## config.mk

```make
export PLATFORM = sky130hd
export DESIGN_NAME = savestate_bus_master
export DESIGN_NICKNAME = d
export VERILOG_FILES = /design/src/rtl/savestate_bus_master.sv
export SDC_FILE = /design/constraint.sdc
export NUM_CORES = 1
export LEC_CHECK = 0
export BUFFER_PORTS_ARGS = -buffer_cell sky130_fd_sc_hd__buf_2
export CAP_MARGIN = 20
export CORE_MARGIN = 2
export CORE_UTILIZATION = 30
export DETAILED_ROUTE_END_ITERATION = 8
export MAX_ROUTING_LAYER = met4
export PLACE_DENSITY_LB_ADDON = 0.2
export SLEW_MARGIN = 20
export SYNTH_ARGS = -nofsm -noshare
export SYNTH_HDL_FRONTEND = slang
export SYNTH_SLANG_ARGS = --single-unit
```

## constraint.sdc

```tcl
create_clock -name clk -period 7.3 [get_ports clk]
set_input_delay 1.46 -clock clk [delete_from_list [all_inputs] [get_ports clk]]
set_output_delay 1.46 -clock clk [all_outputs]
set_load 0.02 [all_outputs]
```

## src/rtl/savestate_bus_master.sv

```systemverilog
// Savestate bus initiator: saves a contiguous register index range to memory
// and restores it, ending a restore with a broadcast commit strobe.
module savestate_bus_master #(
    parameter int FIRST_INDEX = 0,
    parameter int REG_COUNT   = 64,
    parameter int RD_LATENCY  = 2,
    parameter int MEM_AW      = 22,
    parameter int MEM_BASE    = 0
) (
    input  logic              clk,
    input  logic              reset,
    input  logic              save_start,
    input  logic              load_start,
    output logic              busy,
    output logic              done,
    output logic [63:0]       SaveStateBus_Din,
    output logic [9:0]        SaveStateBus_Adr,
    output logic              SaveStateBus_wren,
    output logic              SaveStateBus_rst,
    output logic              SaveStateBus_load,
    input  logic [63:0]       SaveStateBus_Dout,
    output logic              mem_req,
    output logic              mem_we,
    output logic [MEM_AW-1:0] mem_addr,
    output logic [63:0]       mem_wdata,
    input  logic [63:0]       mem_rdata,
    input  logic              mem_ack
);

    localparam int IW = (REG_COUNT > 1) ? $clog2(REG_COUNT) : 1;
    localparam int WW = (RD_LATENCY > 1) ? $clog2(RD_LATENCY) : 1;
    localparam logic [IW-1:0] IDX_LAST  = IW'(REG_COUNT - 1);
    localparam logic [WW-1:0] WAIT_LAST = WW'(RD_LATENCY - 1);

    typedef enum logic [2:0] {
        IDLE,
        S_ADDR,
        S_WR,
        L_RST,
        L_RD,
        L_WR,
        L_LOAD,
        FIN
    } state_t;

    state_t        state_q, state_d;
    logic [IW-1:0] idx_q, idx_d;
    logic [WW-1:0] wait_q, wait_d;
    logic [63:0]   wdata_q, wdata_d;
    logic [63:0]   rdata_q, rdata_d;
    logic          last_idx;

    always_ff @(posedge clk or posedge reset) begin
        if (reset) begin
            state_q <= IDLE;
            idx_q   <= '0;
            wait_q  <= '0;
            wdata_q <= '0;
            rdata_q <= '0;
        end else begin
            state_q <= state_d;
            idx_q   <= idx_d;
            wait_q  <= wait_d;
            wdata_q <= wdata_d;
            rdata_q <= rdata_d;
        end
    end

    assign last_idx = (idx_q == IDX_LAST);

    always_comb begin
        state_d           = state_q;
        idx_d             = idx_q;
        wait_d            = wait_q;
        wdata_d           = wdata_q;
        rdata_d           = rdata_q;
        done              = 1'b0;
        mem_req           = 1'b0;
        mem_we            = 1'b0;
        SaveStateBus_Din  = '0;
        SaveStateBus_wren = 1'b0;
        SaveStateBus_rst  = 1'b0;
        SaveStateBus_load = 1'b0;

        unique case (state_q)
            IDLE: begin
                wait_d = '0;
                if (save_start) begin
                    state_d = S_ADDR;
                end else if (load_start) begin
                    state_d = L_RST;
                end
            end
            S_ADDR: begin
                // Dout is valid on the edge that ends the last wait cycle
                if (wait_q == WAIT_LAST) begin
                    wdata_d = SaveStateBus_Dout;
                    wait_d  = '0;
                    state_d = S_WR;
                end else begin
                    wait_d = wait_q + 1'b1;
                end
            end
            S_WR: begin
                mem_req = 1'b1;
                mem_we  = 1'b1;
                if (mem_ack) begin
                    if (last_idx) begin
                        state_d = FIN;
                    end else begin
                        idx_d   = idx_q + 1'b1;
                        state_d = S_ADDR;
                    end
                end
            end
            L_RST: begin
                SaveStateBus_rst = 1'b1;
                state_d          = L_RD;
            end
            L_RD: begin
                mem_req = 1'b1;
                if (mem_ack) begin
                    rdata_d = mem_rdata;
                    state_d = L_WR;
                end
            end
            L_WR: begin
                SaveStateBus_wren = 1'b1;
                SaveStateBus_Din  = rdata_q;
                if (last_idx) begin
                    state_d = L_LOAD;
                end else begin
                    idx_d   = idx_q + 1'b1;
                    state_d = L_RD;
                end
            end
            L_LOAD: begin
                SaveStateBus_load = 1'b1;
                state_d           = FIN;
            end
            FIN: begin
                done    = 1'b1;
                idx_d   = '0;
                state_d = IDLE;
            end
            default: state_d = IDLE;
        endcase
    end

    // busy already low while the done pulse is out
    assign busy = (state_q != IDLE) && (state_q != FIN);

    assign SaveStateBus_Adr = busy ? (10'(FIRST_INDEX) + 10'(idx_q)) : '0;
    assign mem_addr  = mem_req ? (MEM_AW'(MEM_BASE) + MEM_AW'(idx_q)) : '0;
    assign mem_wdata = wdata_q;

endmodule
```

# == Word-level counts from Yosys, hierarchy flattened ==
# Index checks and enable logic that the tools add are counted.
# word_totals
regBits,138
latchBits,0
ramBits,0
romBits,0
input_bits,133
output_inout_bits,167
elab_cells,52
mem_count,0
# op_classes
n_addsub,2
n_mul,0
n_div,0
n_lt_le_gt_ge,0
n_eq_ne,13
shift,0
mux,22
bitwise_logic,0
n_reduce_logical,10
# op_table
op,n
64-bit 2-to-1 mux,1
6-bit 2-to-1 mux,4
3-bit one-hot mux with 8 select lines,1
3-bit 2-to-1 mux,6
6-bit one-hot mux with 3 select lines,1
3-bit == test (second input constant),4
1-bit 2-to-1 mux,7
6-bit by 1-bit adder with 6-bit output (second input constant),1
3-bit by 2-bit == test with 1-bit output (second input constant),2
6-bit == test (second input constant),1
2-bit inequality test (second input constant),3
3-bit inequality test (second input constant),2
2-bit AND reduction,3
3-bit nonzero test,2
4-bit AND reduction,1
3-bit by 1-bit == test with 1-bit output (second input constant),1
3-bit zero test,1
2-bit 2-to-1 mux,1
1-bit one-hot mux with 2 select lines,1
2-bit nonzero test,1
2-bit OR reduction,1
1-bit adder (second input constant),1
1-bit logical AND,1

# == Longest topological paths before layout ==
# depth
word_depth,4
ltp_mapped,6
ltp_nobuf,5

# == Least setup slack after synthesis ==
# Ideal clock, no wire load.
# synth_path
path_type,register to output
startpoint,register state_q[1]
endpoint,output port SaveStateBus_Adr[0]
t_arrival_ps,1686
required_time_ps,5840
slack_ps,4154
path_stages_with_launch,6
cell_sequence,dfrtp_1 > buf_4 > and3_1 > clkbuf_1 > nor2_1 > and2_1
# synth_between
elab_chain_len,3
# synth_rtl
element,line_no,rtl
start: declaration,46,"state_t state_q, state_d;"
start signal: assignment,61,state_q <= state_d;
3-bit inequality test or 3-bit nonzero test (tied branches),151,assign busy = (state_q != IDLE) && (state_q != FIN);
1-bit logical AND (*),151,
net busy,14,"output logic busy,"
6-bit 2-to-1 mux (*),153,assign SaveStateBus_Adr = busy ? (10'(FIRST_INDEX) + 10'(idx_q)) : '0;
end: declaration,17,"output logic [9:0] SaveStateBus_Adr,"
# Mark *: on every way through the listed nets, which the timed path passes. The rest lies on a longest branch.

# == Worst setup path in the final report ==
# layout_path
startpoint,register state_q[0]
endpoint,output port SaveStateBus_Din[57]
# layout_between
elab_chain_len,2
# layout_rtl
element,line_no,rtl
3-bit == test,85,unique case (state_q)
64-bit 2-to-1 mux,85,
end: declaration,16,"output logic [63:0] SaveStateBus_Din,"
# No other way between the ends.

==> impl_metrics.py <==
metrics = {
    "timing": {
        "worst_pin_slew_ns": 0.9575,
        "fin_crit_sh": 0.5258,
        "relSlewSlack": 0.3617,
        "hold_viol": 0,
        "period_minus_slack_ns": 3.838,
        "finClkSkew_ns": 0.009690,
        "slew_violations": 0,
        "max_freq_mhz": 260.5,
        "setup_tns_ns": 0,
        "grt_setup_unrepaired": "no",
        "setup_viol": 0,
    },
    "clock_tree": {
        "cts_setup_buffers": 0,
        "cts_tree": "done",
        "cts_resized": 0,
        "clkTransAtPathRegs_ns": 0.07,
        "htree_levels": 4,
        "cts_made_buffers": 17,
        "cts-hold-fix-buffers": 0,
        "cts_root_buf": "clkbuf_16",
        "clk_latency_ns": 0.42,
        "clock-sinks": 138,
        "cts_buffer_depth": 2,
    },
    "worst_setup_path": {
        "crit_chain": "and2_1 -> nor2b_4 -> buf_12 -> and2_1 -> buf_2",
        "path_max_fanout": 51,
        "crit_type": "reg2out",
        "reg2reg_depth": 4,
        "cp-endpoint": "SaveStateBus_Din[57]",
        "worstSetupEndpointType": "output port",
        "cp-start-kind": "flop",
        "crit_required_ns": 5.84,
        "r2r_end": "mem_wdata[4]",
        "path_depth": 5,
        "slowest_delay_ns": 0.65,
        "cp.buffers_inverters": 2,
        "critPathMostFrequentCell": "and2_1",
        "rrSetupSlack_ns": 4.98,
        "cpLargestDelayFamily": "simple AND/OR/NAND/NOR gates",
        "regToRegStartpoint": "state_q[1]",
        "slowest_stage": "dfrtp_1",
        "startpoint": "state_q[0]",
        "cp_data_arrival_time_ns": 2.38,
    },
    "floorplanning": {
        "die_x_um": 146.9,
        "die_h_um": 146.9,
        "coreArea_um2": 20100,
        "num_io_pins": 300,
        "dieArea_um2": 21570,
        "start_util": 0.3046,
        "rows": 52,
    },
    "layout": {
        "fillers": 1968,
        "design_area_um2": 8230,
        "area_growth_pct": 34.38,
        "seq_area_um2": 3453,
        "final_cell_mix": "279 x buf_2, 138 x dfrtp_1, 102 x mux2_2, 77 x and2_1, 27 x mux2_1",
        "final_common_cell": "buf_2",
        "n_antenna_cell": 0,
        "final_util": 0.4094,
        "drive_gt1_frac": 0.5709,
        "multi_input_area_um2": 2379,
        "final_nets": 862,
    },
    "global_route": {
        "grt_pass1_vias": 4616,
        "antenna_found_initial": 0,
        "grt_pass1_wl_um": 23830,
        "grt_max_degree": 72,
        "grt_usage": 0.1435,
        "grt-ovfl-total": 0,
    },
    "yosys": {
        "syn_avg_cell_area_um2": 13.49,
        "ys_async_sr_fraction": 1.000,
        "yosysWarnings": 0,
        "synth-edff-count": 0,
        "ys_ff_latch": 138,
        "synth_ff_type": "dfrtp_1",
        "syn_inst": 454,
        "netlist_area_um2": 6125,
        "synth.distinct_cells": 36,
        "yosysSeqAreaShare": 0.5638,
    },
    "pwr": {
        "cellLeakagePower_nw": 4.423,
        "max-vdd-ir-drop_mv": 0.2851,
        "pwr_density_cell_nw_per_um2": 383.0,
    },
    "route": {
        "viasPerCell": 4.282,
        "drtIter0Drc": 122,
        "vias": 4329,
        "post-route-drc-count": 0,
        "wl_per_cell_um": 14.40,
        "drt_wl_total_um": 14560,
        "antenna_left": 0,
        "dr.pass1.iters": 4,
    },
    "placement": {
        "hpwl_um": 10470,
        "postPlaceCellArea_um2": 7609,
        "place_congestion": 0.7450,
        "portBuffers": 279,
    },
    "run": {
        "max-cap-violations": 0,
    },
    "hold_path": {
        "min_path_type": "reg2reg",
    },
    "run_status": {
        "status": "finished, final reports clean",
    },
}
-- area by class of cell --
class / instances / area share
flip-flops and latches: 138 / 0.4196
multi-input cells: 284 / 0.2890
repair buffers: 283 / 0.1748
clock buffers: 17 / 0.05169
well taps: 270 / 0.04105
clock inverters: 15 / 0.02144
inverters: 4 / 0.002432
-- cells by family (layout without fill, tap and decap cells) --
family	after synthesis	in the layout	synth area share
AND/OR/NAND/NOR	114	114	0.1132
adder cells (fa/ha/maj)	1	1	0.002043
other	1	20	0.0006123
AO/OA/AOI/OAI	18	18	0.01920
flip-flops	138	138	0.5638
XOR/XNOR	1	1	0.001430
buffers and inverters	51	319	0.06088
multiplexers	130	130	0.2388
-- metal layers --
| metal | routed length (um) | vias up | global-route usage |
|---|---|---|---|
| li1 | - | 2054 | - |
| met1 | 5947 | 2087 | 0.1649 |
| met2 | 7525 | 168 | 0.2444 |
| met3 | 798 | 20 | 0.03416 |
| met4 | 289 | 0 | 0.05340 |
| met5 | 0 | - | - |
-- state kept, by name, indices dropped and copies added, names as in the netlist --
name	flops
mem_wdata	64
idx_q	6
state_q	3
rdata_q	64
wait_q	1
-- power by group --
| part | leakage, nW | internal (W) | switching, W |
|---|---|---|---|
| registers | 1.77 | 0.000982 | 0.000138 |
| clock network | 0.293 | 0.000490 | 0.000376 |
| logic | 2.36 | 0.000525 | 0.000642 |
-- metrics by stage --
stage	power, W	hold WS [ns]	setup WS (ns)	instances
after floorplan	0.001977	0.4489	2.144	473
after global placement	0.002285	0.4601	3.519	978
after detailed placement	0.002309	0.4682	3.471	978
after CTS	0.003194	0.4833	2.999	1010
after global routing	0.003371	0.5078	3.209	1011
final	0.003152	0.4803	3.462	1011
-- how the worst min path moves through the flow --
stage,depth (start not counted),startpoint,to,slack [ns]
after global routing,1,mem_wdata[6],mem_wdata[6],0.51
after detailed placement,1,rdata_q[0],rdata_q[0],0.47
final,1,rdata_q[0],rdata_q[0],0.48
after global placement,1,rdata_q[32],rdata_q[32],0.46
after CTS,1,rdata_q[0],rdata_q[0],0.48
after floorplan,1,rdata_q[0],rdata_q[0],0.45
-- Yosys cell counts (2+ instances only) --
library cell	count	area, um^2
dfrtp_1	138	3453
buf_6	12	135.1
buf_4	24	180.2
clkbuf_1	10	37.54
inv_1	4	15.01
nand3b_1	2	15.01
a21oi_1	4	20.02
nand2_1	6	22.52
nand3_1	2	10.01
mux2_1	27	304.0
or3_1	3	18.77
nor3_1	2	10.01
o21ai_0	7	35.03
mux2_2	102	1149
and2_1	77	481.7
and3_1	2	12.51
nor3b_1	3	22.52
nor2_1	11	41.29
Note: power is estimated with default switching activity, not from simulation.
